$ cat src/rtl/branch_sequencer.sv
// branch_sequencer
// Control-side sequencer for conditional branches: captures the branch
// instruction and PC+1, gates Ra onto the bus, strobes the CON flip-flop,
// samples the returned CON bit and loads the PC with the target or the
// fall-through address. All outputs are registered.
module branch_sequencer #(
    parameter int ADDR_W  = 32,
    parameter int C_W     = 19,
    parameter int CON_LAT = 1
) (
    input  logic              clock,
    input  logic              clear,
    input  logic              start,
    input  logic [31:0]       ir_in,
    input  logic [ADDR_W-1:0] pc_in,
    input  logic              con,
    output logic              ra_out,
    output logic              con_en,
    output logic [3:0]        cond_field,
    output logic [ADDR_W-1:0] pc_out,
    output logic              pc_load,
    output logic              taken,
    output logic              busy,
    output logic              done
);

    typedef enum logic [2:0] {
        S_IDLE,
        S_SETUP,
        S_ARM,
        S_WAIT,
        S_UPDATE,
        S_DONE
    } state_t;

    localparam logic [2:0] LAT = 3'(CON_LAT);

    state_t            state;
    logic [2:0]        wait_cnt;
    logic [C_W-1:0]    disp_lat;
    logic [ADDR_W-1:0] pc_lat;
    logic [ADDR_W-1:0] target;
    logic              accept;
    logic              unused_ir_bits;

    // Instruction bits above the condition field carry nothing this block needs.
    assign unused_ir_bits = ^ir_in[31:23];

    // A request is taken only from IDLE, and never on a clearing edge.
    assign accept = (state == S_IDLE) && start && !clear;

    // Branch target: PC+1 plus the sign-extended displacement, modulo 2^ADDR_W.
    assign target = pc_lat + {{(ADDR_W - C_W){disp_lat[C_W-1]}}, disp_lat};

    // Operand capture on an accepted start.
    // NOTE: these are pure data registers qualified by the FSM; they need no
    // reset because nothing reads them until a capture has refreshed them.
    always_ff @(posedge clock) begin
        if (accept) begin
            disp_lat <= ir_in[C_W-1:0];
            pc_lat   <= pc_in;
        end
    end

    // Sequencing FSM with all handshake outputs registered.
    // NOTE: every state and output register here uses <=, so each edge sees
    // the values of the previous cycle regardless of statement order.
    always_ff @(posedge clock) begin
        if (clear) begin
            state      <= S_IDLE;
            wait_cnt   <= '0;
            ra_out     <= 1'b0;
            con_en     <= 1'b0;
            cond_field <= '0;
            pc_out     <= '0;
            pc_load    <= 1'b0;
            taken      <= 1'b0;
            busy       <= 1'b0;
            done       <= 1'b0;
        end else begin
            case (state)
                S_IDLE: begin
                    done <= 1'b0;
                    if (start) begin
                        cond_field <= ir_in[22:19];
                        taken      <= 1'b0;
                        busy       <= 1'b1;
                        ra_out     <= 1'b1;   // bus settles during SETUP
                        state      <= S_SETUP;
                    end
                end
                S_SETUP: begin
                    con_en <= 1'b1;           // enable edge one cycle after Ra
                    state  <= S_ARM;
                end
                S_ARM: begin
                    wait_cnt <= LAT;
                    state    <= S_WAIT;
                end
                S_WAIT: begin
                    wait_cnt <= wait_cnt - 3'd1;
                    if (wait_cnt == 3'd1) begin
                        // Last WAIT cycle: con is valid now and only now.
                        taken   <= con;
                        pc_out  <= con ? target : pc_lat;
                        pc_load <= 1'b1;
                        ra_out  <= 1'b0;
                        con_en  <= 1'b0;
                        state   <= S_UPDATE;
                    end
                end
                S_UPDATE: begin
                    pc_load <= 1'b0;
                    done    <= 1'b1;
                    busy    <= 1'b0;
                    state   <= S_DONE;
                end
                S_DONE: begin
                    done  <= 1'b0;
                    state <= S_IDLE;
                end
                default: begin
                    state <= S_IDLE;
                end
            endcase
        end
    end

endmodule

$ cat config.mk
export PLATFORM = sky130hd
export DESIGN_NAME = branch_sequencer
export DESIGN_NICKNAME = d
export VERILOG_FILES = /design/src/rtl/branch_sequencer.sv
export SDC_FILE = /design/constraint.sdc
export NUM_CORES = 1
export LEC_CHECK = 0
export CAP_MARGIN = 20
export CORE_MARGIN = 3
export CORE_UTILIZATION = 53
export CTS_CLUSTER_DIAMETER = 80
export DETAILED_ROUTE_END_ITERATION = 8
export PLACE_DENSITY = 0.83
export RECOVER_POWER = 25
export SLEW_MARGIN = 20
export SYNTH_ARGS = -nofsm -noshare
export SYNTH_HDL_FRONTEND = slang
export SYNTH_SLANG_ARGS = --single-unit
$ cat constraint.sdc
create_clock -name clock -period 6.1 [get_ports clock]
set_clock_uncertainty 0.15 [all_clocks]
set_input_delay 0.915 -clock clock [delete_from_list [all_inputs] [get_ports clock]]
set_output_delay 0.915 -clock clock [all_outputs]
set_load 0.005 [all_outputs]
==> flow_summary.json <==
{
  "status": "completed",
  "relSlewSlack_pct": 34.2,
  "p_per_area_nw_per_um2": 219,
  "synth_top_area_share_pct": 29.6,
  "synth_edf_count": 51,
  "rsz0062_at_grt": "no",
  "final_util_pct": 69.0,
  "cts-root-buf": "clkbuf_8",
  "drive_gt1_share_pct": 4.78,
  "gr-usage-met3_pct": 3.71,
  "holdBufCountCts": 0,
  "cp.required_ns": 6.21,
  "setup.worst_path.class": "reg2reg",
  "grt_max_degree": 52,
  "wl_per_cell_um": 17.2,
  "min_period_ns": 3.54,
  "gr-total-overflow": 0,
  "peakVddDrop_v": 0.000116,
  "nFillCells": 756,
  "synth_nets": 613,
  "dp_hpwl_mm": 9.05,
  "busiest_layer": "met2",
  "synth_area_sq_um": 5180,
  "critPathCaptureType": "flip-flop",
  "post_cts_buffers": 0,
  "met1_usage_pct": 27.7,
  "routed_wl_mm": 12.6,
  "insertion_delay_ns": 0.38,
  "yosys-top-cells-area": "edfxtp_1 30%, dfxtp_1 19%, ha_1 8.0%",
  "drtPass1Iterations": 5,
  "grt_usage_pct": 23.0,
  "leakage_nw": 2.43,
  "synth_warnings": 0,
  "finalSetupViolCount": 0,
  "fin_crit_sh_pct": 58.1,
  "num-nets-final": 704,
  "ys_types": 61,
  "core_sq_um": 9370,
  "max_freq_mhz": 282,
  "ys_ff_latch": 99,
  "numCtsBuffers": 9,
  "yosysSeqAreaShare_pct": 48.1,
  "synth_most_common_cell": "edfxtp_1",
  "setup_slack_ns": 2.56,
  "pre_cts_slack_ns": 2.64,
  "netlist_instances": 511,
  "synth.avg_cell_area_sq_um": 10.1,
  "port_buffers": 100,
  "finalHoldViolations": 0,
  "antenna_found_initial": 0,
  "vias": 4366,
  "clockBufferDepth": 2,
  "grtUsageMet2_pct": 41.0,
  "timing_worst_slew_pin_value_ns": 0.987,
  "cts_resized": 0,
  "io_pins": 110,
  "cts-htree-levels": 3,
  "drc_errors": 0,
  "cp_max_fo": 14,
  "power_w": 0.00142,
  "cap_violations": 0,
  "vias_per_cell": 5.93,
  "synth_ff_type": "edfxtp_1",
  "die_w_um": 105,
  "cts_tree": "built",
  "ant_nets": 0,
  "synth_common_cells": "51 x edfxtp_1, 48 x dfxtp_1, 47 x nor2_1",
  "antenna_cells": 0,
  "yosysTopAreaCell": "edfxtp_1",
  "async_reset_ff_share_pct": 0,
  "crit_path_start_kind": "flip-flop",
  "path_clk_slew_ns": 0.10,
  "dp.cells": 720,
  "dieArea_sq_um": 11000,
  "worstPathArrival_ns": 3.65,
  "initial_utilization_pct": 55.2,
  "grt_pass1_wl_mm": 20.7,
  "hp-class": "reg2reg",
  "fin_setup_tns_ns": 0,
  "gp_congestion": 0.864,
  "rows": 35,
  "maxSlewViolCount": 0,
  "stdcell_count": 736,
  "area_growth_pct": 24.9,
  "first_iter_violations": 248,
  "clock_sink_count": 99,
  "die_h_um": 105,
  "grt_pass1_vias": 4441
}
-- kinds of logic after synthesis --
logic type	synth area share (%)
compound gates	19.1
xor+xnor	4.23
fa+ha+maj	8.36
buf+inv	2.63
flops	48.1
mux	3.12
simple gates	14.5
-- state kept, by name, summed over array words and instances (netlist names), 3 cells and up --
signal      count
state           3
wait_cnt        3
pc_out         32
cond_field      4
pc_lat         32
disp_lat       19
-- worst paths after layout --
kind              cells past startpoint    startpoint  slack [ns]     endpoint
setup / recovery                      8  disp_lat[18]        2.56   pc_out[25]
hold / removal                        2   wait_cnt[1]        0.31  wait_cnt[1]
setup reg to reg                      8  disp_lat[18]        2.56   pc_out[25]
hold reg to reg                       2   wait_cnt[1]        0.31  wait_cnt[1]
-- layer usage --
| metal | up-vias | share of wire [%] |
|---|---|---|
| met4 | 0 | 2.4 |
| met2 | 188 | 51 |
| li1 | 2085 | - |
| met3 | 36 | 6.0 |
| met5 | - | 0 |
| met1 | 2057 | 41 |
-- worst max-delay path, cell delays in order (launching register included) --
cell,delay (ns)
edfxtp_1,0.74
ha_1,0.40
a21o_1,0.21
a31o_2,0.23
o41a_1,0.50
a311oi_1,0.45
o21ai_0,0.18
xnor2_1,0.16
a2111oi_0,0.39
-- stage by stage --
stage / instance area [sq um] / hold WS (ns)
floorplan: 5180 / 0.282
global placement: 6270 / 0.289
detailed placement: 6270 / 0.304
CTS: 6470 / 0.318
global route: 6470 / 0.342
finish: 6470 / 0.315
-- power breakdown --
group          internal (W)  total [W]  switching (W)
sequential         0.000728   0.000745      0.0000172
clock              0.000178   0.000417       0.000239
combinational      0.000118   0.000254       0.000136
-- placed cells by master (no fill, tap or decap), types with 7 or more instances in the layout --
cell type        instances
nor2_1                  46
mux2i_1                 15
nand3_1                 14
a21oi_1                 41
dlygate4sd3_1           48
xor2_1                   7
nor3_1                  10
dfxtp_1                 48
nand2_1                 36
a21o_1                  15
a31oi_1                 12
ha_1                    33
nand2b_1                 8
o21ai_0                 26
clkbuf_8                 9
clkdlybuf4s50_1         51
a211oi_1                16
edfxtp_1                51
inv_1                   14
xnor2_1                 18
-- layout make-up --
type,instances,area (sq um),area share [%]
multi-input cells,376,2560,39.5
flip-flops and latches,99,2490,38.5
repair buffers,102,1010,15.6
well taps,129,161,2.50
clock buffers,11,153,2.36
inverters,14,52.6,0.812
clock inverters,5,41.3,0.638
Note: power is estimated with default switching activity, not from simulation.
